### src/rtl/rtc_calendar_core_pkg.sv
// rtc_calendar_core_pkg: field codes, BCD limits and calendar helpers for the RTC core
package rtc_calendar_core_pkg;
   localparam logic [2:0] FLD_SEC  = 3'd0;
   localparam logic [2:0] FLD_MIN  = 3'd1;
   localparam logic [2:0] FLD_HOUR = 3'd2;
   localparam logic [2:0] FLD_DAY  = 3'd3;
   localparam logic [2:0] FLD_MON  = 3'd4;
   localparam logic [2:0] FLD_YEAR = 3'd5;
   localparam logic [7:0] BCD_59 = 8'h59;
   localparam logic [7:0] BCD_23 = 8'h23;
   localparam logic [7:0] BCD_12 = 8'h12;
   localparam logic [7:0] DAYS_LONG     = 8'h31;
   localparam logic [7:0] DAYS_SHORT    = 8'h30;
   localparam logic [7:0] DAYS_FEB_LEAP = 8'h29;
   localparam logic [7:0] DAYS_FEB      = 8'h28;

   // odd tens shift the residue by 2, so the legal ones digits swap between {0,4,8} and {2,6}
   function automatic logic bcd_pair_div4(input logic [7:0] p);
      return p[4] ? (p[3:0] == 4'h2 || p[3:0] == 4'h6)
                  : (p[3:0] == 4'h0 || p[3:0] == 4'h4 || p[3:0] == 4'h8);
   endfunction

   function automatic logic is_leap(input logic [15:0] y);
      return (y[7:0] != 8'h00) ? bcd_pair_div4(y[7:0]) : bcd_pair_div4(y[15:8]);
   endfunction

   function automatic logic [7:0] days_in_month(input logic [7:0] m, input logic [15:0] y);
      return (m == 8'h02) ? (is_leap(y) ? DAYS_FEB_LEAP : DAYS_FEB) :
             (m == 8'h04 || m == 8'h06 || m == 8'h09 || m == 8'h11) ? DAYS_SHORT : DAYS_LONG;
   endfunction

   function automatic logic bcd_ok(input logic [15:0] v);
      return v[3:0] <= 4'd9 && v[7:4] <= 4'd9 && v[11:8] <= 4'd9 && v[15:12] <= 4'd9;
   endfunction

   function automatic logic [7:0] bcd_inc8(input logic [7:0] v);
      return (v[3:0] == 4'd9) ? {v[7:4] + 4'd1, 4'd0} : {v[7:4], v[3:0] + 4'd1};
   endfunction

   function automatic logic [15:0] bcd_inc16(input logic [15:0] v);
      logic [15:0] r;
      logic        c;
      r = v;
      c = 1'b1;
      for (int i = 0; i < 4; i++)
         if (c) begin
            c = (r[4*i +: 4] == 4'd9);
            r[4*i +: 4] = c ? 4'd0 : r[4*i +: 4] + 4'd1;
         end
      return r;
   endfunction

   function automatic logic [7:0] hour_12(input logic [7:0] h);
      logic [4:0] b;
      b = 5'(h[7:4]) * 5'd10 + 5'(h[3:0]);
      b = (b == 5'd0) ? 5'd12 : (b > 5'd12) ? b - 5'd12 : b;
      return (b >= 5'd10) ? {4'h1, 4'(b - 5'd10)} : {4'h0, b[3:0]};
   endfunction
endpackage

### src/rtl/rtc_calendar_core_prescaler.sv
// rtc_calendar_core_prescaler: divides the board clock down to a one-cycle seconds tick
module rtc_calendar_core_prescaler #(
   parameter int CLK_FREQ_HZ = 50_000_000
) (
   input  logic i_built_in_clk,
   input  logic i_glob_rst,
   input  logic i_run,
   input  logic i_clr,
   output logic o_tick
);
   localparam int W = $clog2(CLK_FREQ_HZ);
   localparam logic [W-1:0] TC = W'(CLK_FREQ_HZ - 1);

   logic [W-1:0] r_cnt;

   assign o_tick = i_run & (r_cnt == TC);

   always_ff @(posedge i_built_in_clk or posedge i_glob_rst)
      if (i_glob_rst) r_cnt <= '0;
      else r_cnt <= (i_clr | o_tick) ? '0 : i_run ? r_cnt + W'(1) : r_cnt;
endmodule

### src/rtl/rtc_calendar_core.sv
// rtc_calendar_core: BCD time/date counters with leap years, range-checked field set and 12/24h display
module rtc_calendar_core
   import rtc_calendar_core_pkg::*;
#(
   parameter int          CLK_FREQ_HZ = 50_000_000,
   parameter logic [15:0] YEAR_RESET  = 16'h2000
) (
   input  logic        i_built_in_clk,
   input  logic        i_glob_rst,
   input  logic        i_run,
   input  logic        i_mode_12h,
   input  logic        i_set_valid,
   output logic        o_set_ready,
   input  logic [2:0]  i_set_field,
   input  logic [15:0] i_set_value,
   output logic        o_set_err,
   output logic        o_sec_pulse,
   output logic [7:0]  o_sec_bcd,
   output logic [7:0]  o_min_bcd,
   output logic [7:0]  o_hour_bcd,
   output logic [7:0]  o_day_bcd,
   output logic [7:0]  o_mon_bcd,
   output logic        o_pm,
   output logic [15:0] o_year_bcd
);
   logic [7:0]  r_sec, r_min, r_hour, r_day, r_mon;
   logic [15:0] r_year;
   logic        r_set_err, r_sec_pulse;
   logic        w_tick, w_c_min, w_c_hour, w_c_day, w_c_mon, w_c_year;
   logic        w_accept, w_valid, w_range, w_wr;
   logic [7:0]  w_v8, w_dim, w_dim_new;

   rtc_calendar_core_prescaler #(.CLK_FREQ_HZ(CLK_FREQ_HZ)) u_prescaler (
      .i_built_in_clk(i_built_in_clk),
      .i_glob_rst    (i_glob_rst),
      .i_run         (i_run),
      .i_clr         (w_wr && i_set_field == FLD_SEC),
      .o_tick        (w_tick)
   );

   assign w_dim    = days_in_month(r_mon, r_year);
   assign w_c_min  = w_tick & (r_sec == BCD_59);
   assign w_c_hour = w_c_min & (r_min == BCD_59);
   assign w_c_day  = w_c_hour & (r_hour == BCD_23);
   assign w_c_mon  = w_c_day & (r_day == w_dim);
   assign w_c_year = w_c_mon & (r_mon == BCD_12);

   assign w_v8      = i_set_value[7:0];
   // month length as it will be after a mon/year write, used to clamp the day
   assign w_dim_new = days_in_month(i_set_field == FLD_MON ? w_v8 : r_mon,
                                    i_set_field == FLD_YEAR ? i_set_value : r_year);
   assign w_range   = (i_set_field == FLD_SEC || i_set_field == FLD_MIN) ? w_v8 <= BCD_59 :
                      (i_set_field == FLD_HOUR) ? w_v8 <= BCD_23 :
                      (i_set_field == FLD_DAY)  ? w_v8 != 8'h00 && w_v8 <= w_dim :
                      (i_set_field == FLD_MON)  ? w_v8 != 8'h00 && w_v8 <= BCD_12 :
                      (i_set_field == FLD_YEAR);
   assign w_valid   = w_range & bcd_ok(i_set_field == FLD_YEAR ? i_set_value : {8'h00, w_v8});
   assign o_set_ready = ~w_tick;
   assign w_accept  = i_set_valid & o_set_ready;
   assign w_wr      = w_accept & w_valid;

   always_ff @(posedge i_built_in_clk or posedge i_glob_rst)
      if (i_glob_rst) begin
         r_sec       <= 8'h00;
         r_min       <= 8'h00;
         r_hour      <= 8'h00;
         r_day       <= 8'h01;
         r_mon       <= 8'h01;
         r_year      <= YEAR_RESET;
         r_set_err   <= 1'b0;
         r_sec_pulse <= 1'b0;
      end else begin
         r_sec_pulse <= w_tick;
         r_set_err   <= w_accept & ~w_valid;
         if (w_tick) begin
            r_sec <= w_c_min ? 8'h00 : bcd_inc8(r_sec);
            if (w_c_min) r_min <= w_c_hour ? 8'h00 : bcd_inc8(r_min);
            if (w_c_hour) r_hour <= w_c_day ? 8'h00 : bcd_inc8(r_hour);
            if (w_c_day) r_day <= w_c_mon ? 8'h01 : bcd_inc8(r_day);
            if (w_c_mon) r_mon <= w_c_year ? 8'h01 : bcd_inc8(r_mon);
            if (w_c_year) r_year <= bcd_inc16(r_year);
         end else if (w_wr) begin
            if (i_set_field == FLD_SEC) r_sec <= w_v8;
            if (i_set_field == FLD_MIN) r_min <= w_v8;
            if (i_set_field == FLD_HOUR) r_hour <= w_v8;
            if (i_set_field == FLD_DAY) r_day <= w_v8;
            if (i_set_field == FLD_MON) r_mon <= w_v8;
            if (i_set_field == FLD_YEAR) r_year <= i_set_value;
            if ((i_set_field == FLD_MON || i_set_field == FLD_YEAR) && r_day > w_dim_new)
               r_day <= w_dim_new;
         end
      end

   assign o_sec_bcd   = r_sec;
   assign o_min_bcd   = r_min;
   assign o_hour_bcd  = i_mode_12h ? hour_12(r_hour) : r_hour;
   assign o_pm        = i_mode_12h & (r_hour >= BCD_12);
   assign o_day_bcd   = r_day;
   assign o_mon_bcd   = r_mon;
   assign o_year_bcd  = r_year;
   assign o_set_err   = r_set_err;
   assign o_sec_pulse = r_sec_pulse;
endmodule
### config.mk
export PLATFORM = sky130hd
export DESIGN_NAME = rtc_calendar_core
export DESIGN_NICKNAME = d
export VERILOG_FILES = /design/src/rtl/rtc_calendar_core_pkg.sv /design/src/rtl/rtc_calendar_core_prescaler.sv /design/src/rtl/rtc_calendar_core.sv
export SDC_FILE = /design/constraint.sdc
export NUM_CORES = 1
export LEC_CHECK = 0
export ABC_AREA = 0
export BUFFER_PORTS_ARGS = -buffer_cell sky130_fd_sc_hd__buf_4
export CAP_MARGIN = 10
export CORE_MARGIN = 1.5
export CORE_UTILIZATION = 60
export CTS_CLUSTER_DIAMETER = 50
export CTS_CLUSTER_SIZE = 28
export DETAILED_ROUTE_END_ITERATION = 10
export PLACE_DENSITY = 0.81
export SLEW_MARGIN = 5
export SYNTH_ARGS = -nofsm -noshare
export SYNTH_HDL_FRONTEND = slang
export SYNTH_SLANG_ARGS = --single-unit
export TNS_END_PERCENT = 50
### constraint.sdc
create_clock -name i_built_in_clk -period 3.6 [get_ports i_built_in_clk]
set_input_delay 0.36 -clock i_built_in_clk [delete_from_list [all_inputs] [get_ports i_built_in_clk]]
set_output_delay 0.36 -clock i_built_in_clk [all_outputs]
set_load 0.05 [all_outputs]
==> flow_metrics.tcl <==
set metrics [dict create \
    path_max_fanout 6 \
    cap_violations 0 \
    nets 984 \
    synth_ff_type "dfrtp_1" \
    crit_start "r_hour[4]$_DFFE_PP0P_" \
    fmaxAchievable_mhz 271 \
    wl_per_cell_um 19.5 \
    dp_hpwl_mm 15.0 \
    startpoint_type "flip-flop" \
    r2r_end "o_day_bcd[2]$_DFFE_PP0P_" \
    portBuffers 83 \
    cts.sinks 84 \
    fillers 811 \
    path_buf_inv 3 \
    drc_errors 0 \
    crit_path_end_kind "primary output" \
    area_growth_syn_to_layout_pct 20.0 \
    antenna_found_initial 0 \
    violations "setup timing" \
    cpMaxStageDelayCell "dfrtp_2" \
    min_path_type "input pin to asynchronous set/reset pin" \
    crit_cells 12 \
    yosysSeqAreaShare_pct 31.4 \
    antenna_cells 0 \
    avgSynthCellArea_um2 7.99 \
    clock_latency_ns 0.39 \
    syn-cell-area_um2 6710 \
    ir_drop_uv 504 \
    yosysWarnings 0 \
    relSlewSlack_pct 42.9 \
    core-area_um2 10900 \
    p_int_mw 2.22 \
    r2r_slack_ns 0.21 \
    via_per_inst 6.62 \
    reg2reg_from "o_mon_bcd[4]$_DFFE_PP0P_" \
    dp_slack_ns -0.0507 \
    fin_crit_sh_pct 103 \
    crit_chain "ha_4 -> fa_2 -> xnor2_2 -> buf_4 -> o21ai_1 -> mux2i_2 -> inv_2 -> ha_4 -> a221oi_4 -> a21boi_4 -> a2bb2oi_4 -> buf_6" \
    routed_wl_mm 21.0 \
    drv_slew 0 \
    synth.distinct_cells 79 \
    tightest_slew_ns 0.857 \
    die_w_um 109 \
    crit_top_cell "ha_4" \
    clkTransAtPathRegs_ns 0.10 \
    place_congestion 0.991 \
    drtAntennaViolNets 0 \
    boundaryPins 84 \
    rows 38 \
    worstPathRequired_ns 3.24 \
    critPathMaxStageDelay_ns 0.48 \
    cts_tree "yes" \
    die_y_um 109 \
    busiest_layer "met2" \
    register_area_um2 2110 \
    grt_pass1_vias 6640 \
    htree_levels 3 \
    status "finished with violations" \
    ys_seq_elements 84 \
    fp.dieArea_um2 11800 \
    cts_buffers 9 \
    skew_ns 0.0105 \
    power_switching_mw 2.04 \
    cts_buffer_depth 2 \
    grt_start_max_net_pins 47 \
    grtUsageMet2_pct 58.5 \
    leakage_nw 3.57 \
    power_mw 4.26 \
    reg2regPathDepth 15 \
    critPathKind "flip-flop to primary output" \
    syn_inst 840 \
    cp-endpoint "o_hour_bcd[4]" \
    hold_buffers 0 \
    drtIter0Drc 736 \
    pwr-share-comb_pct 50.1 \
    synth_edf_count 0 \
    setup_viol 2 \
    first_pass_iters 5 \
    hold_violations 0 \
    vias 7114 \
    grt-ovfl-total 0 \
    crit_arrival_ns 3.34 \
    grt_usage_pct 35.4 \
    grtUsageMet3_pct 7.53 \
    synth-async-reset-ratio_pct 100 \
    pwr-share-seq_pct 33.6 \
    synth_fp_nets 894 \
    cp_top_family "compound AO/OA/AOI/OAI gates" \
    grt.met1_usage_pct 44.9 \
    clock_power_share_pct 16.3 \
    grt_setup_unrepaired "true" \
    root_buffer "clkbuf_8" \
    finalCriticalPeriod_ns 3.70 \
    layout-drive-gt1-share_pct 21.7 \
    switching_share_pct 47.8 \
    finalWorstSetupSlack_ns -0.0962 \
    power_density_nw_per_um2 529 \
    multi_input_area_um2 4440 \
    grt_pass1_wl_mm 32.5 \
    start_util_pct 61.7 \
]
-- per-stage QoR --
step | cells | utilization [%] | cell area (um2) | hold WS [ns] | TNS [ns]
2_1_floorplan | 840 | - | 6760 | 0.503 | 0
3_3_place_gp | 1053 | 70.5 | 7670 | 0.526 | 0
3_5_place_dp | 1053 | 70.5 | 7670 | 0.534 | -0.0561
4_1_cts | 1071 | 72.8 | 7930 | 0.134 | 0
5_1_grt | 1075 | 74.0 | 8060 | 0.178 | -0.514
6_report | 1075 | 74.0 | 8060 | 0.109 | -0.180
-- final cells by class --
class | count | area share, %
multi-input combinational | 664 | 55.1
sequential | 84 | 26.2
timing repair buffer | 131 | 12.3
tap | 140 | 2.17
inverter | 40 | 1.88
clock buffer | 9 | 1.54
clock inverter | 7 | 0.808
-- worst min path at each step --
stage                                                  from                                 to  slack (ns)
after detailed placement  u_prescaler.r_cnt[23]$_DFFE_PP0P_  u_prescaler.r_cnt[23]$_DFFE_PP0P_        0.53
after floorplan                                 i_set_valid                o_set_err$_DFF_PP0_        0.50
after CTS                                        i_glob_rst           o_day_bcd[1]$_DFFE_PP0P_        0.13
after global routing                             i_glob_rst           o_day_bcd[1]$_DFFE_PP0P_        0.18
final                                            i_glob_rst           o_mon_bcd[7]$_DFFE_PP0P_        0.11
after global placement    u_prescaler.r_cnt[23]$_DFFE_PP0P_  u_prescaler.r_cnt[23]$_DFFE_PP0P_        0.53
-- registers in the layout, indices dropped and copies added, names as in the netlist --
| name | flops |
|---|---|
| o_year_bcd | 16 |
| o_mon_bcd | 8 |
| r_hour | 8 |
| o_sec_bcd | 8 |
| u_prescaler.r_cnt | 26 |
| o_day_bcd | 8 |
| o_set_err | 1 |
| o_min_bcd | 8 |
| o_sec_pulse | 1 |
-- power groups by stage --
stage / Sequential [mW] / Clock, mW / Combinational, mW
floorplan: 1.77 / 0 / 1.01
global placement: 1.42 / 0 / 1.89
detailed placement: 1.43 / 0 / 1.94
CTS: 1.41 / 0.695 / 1.99
global route: 1.46 / 0.740 / 2.28
finish: 1.43 / 0.693 / 2.14
-- synth_stat cells (7+ instances only) --
cell / count / area [um2]
buf_2: 9 / 45.0
o211ai_1: 8 / 60.1
nand2_1: 90 / 338
or3_1: 7 / 43.8
nor2b_1: 7 / 43.8
nor4_1: 9 / 56.3
o2bb2ai_1: 7 / 61.3
dfrtp_1: 81 / 2030
nand2b_1: 15 / 93.8
a2bb2oi_1: 12 / 105
a211oi_1: 8 / 60.1
mux2i_1: 11 / 110
a31oi_1: 13 / 81.3
nand4_1: 14 / 87.6
inv_1: 39 / 146
nand3_1: 26 / 130
ha_1: 29 / 363
o22ai_1: 10 / 62.6
o21ai_0: 65 / 325
nand3b_1: 11 / 82.6
o21a_1: 7 / 52.6
nor2_1: 85 / 319
nor3b_1: 9 / 67.6
nor3_1: 21 / 105
a22o_1: 9 / 78.8
clkbuf_1: 38 / 143
a21oi_1: 43 / 215
xnor2_1: 12 / 105
and3_1: 13 / 81.3
xor2_1: 22 / 193
-- kinds of logic (layout without fill, tap and decap cells) --
family          Yosys count  count (layout)  share of synthesized area (%)
xor+xnor                 34              34                           4.44
simple gates            347             347                           27.2
mux                      17              17                           2.65
flops                    84              84                           31.4
fa+ha+maj                30              30                           5.70
compound gates          236             236                           23.2
buf+inv                  92             187                           5.39
-- placed cells by master (no fill, tap or decap), drive strengths merged, types with 10 or more instances in the layout --
cell	n
nand3b	11
nor2	85
nor3	21
nand2	90
buf	131
mux2i	11
nor3b	10
a2bb2oi	12
nand2b	15
xor2	22
a21oi	43
dfrtp	81
nand3	26
a31oi	13
xnor2	12
nand4	15
ha	29
nor4	12
inv	43
o22ai	10
o21ai	67
and3	13
-- routing by layer --
metal,wire (um),vias to the layer above
met5,0,-
met4,645,0
met3,1770,73
met2,10100,376
met1,8480,3424
li1,-,3241
-- what timing repair did --
item	CTS	global route
gates resized for setup	10	20
gates cloned	0	0
endpoints found under the setup margin	4	13
pin swaps	4	8
buffers inserted	2	4
Note: power is estimated with default switching activity, not from simulation.
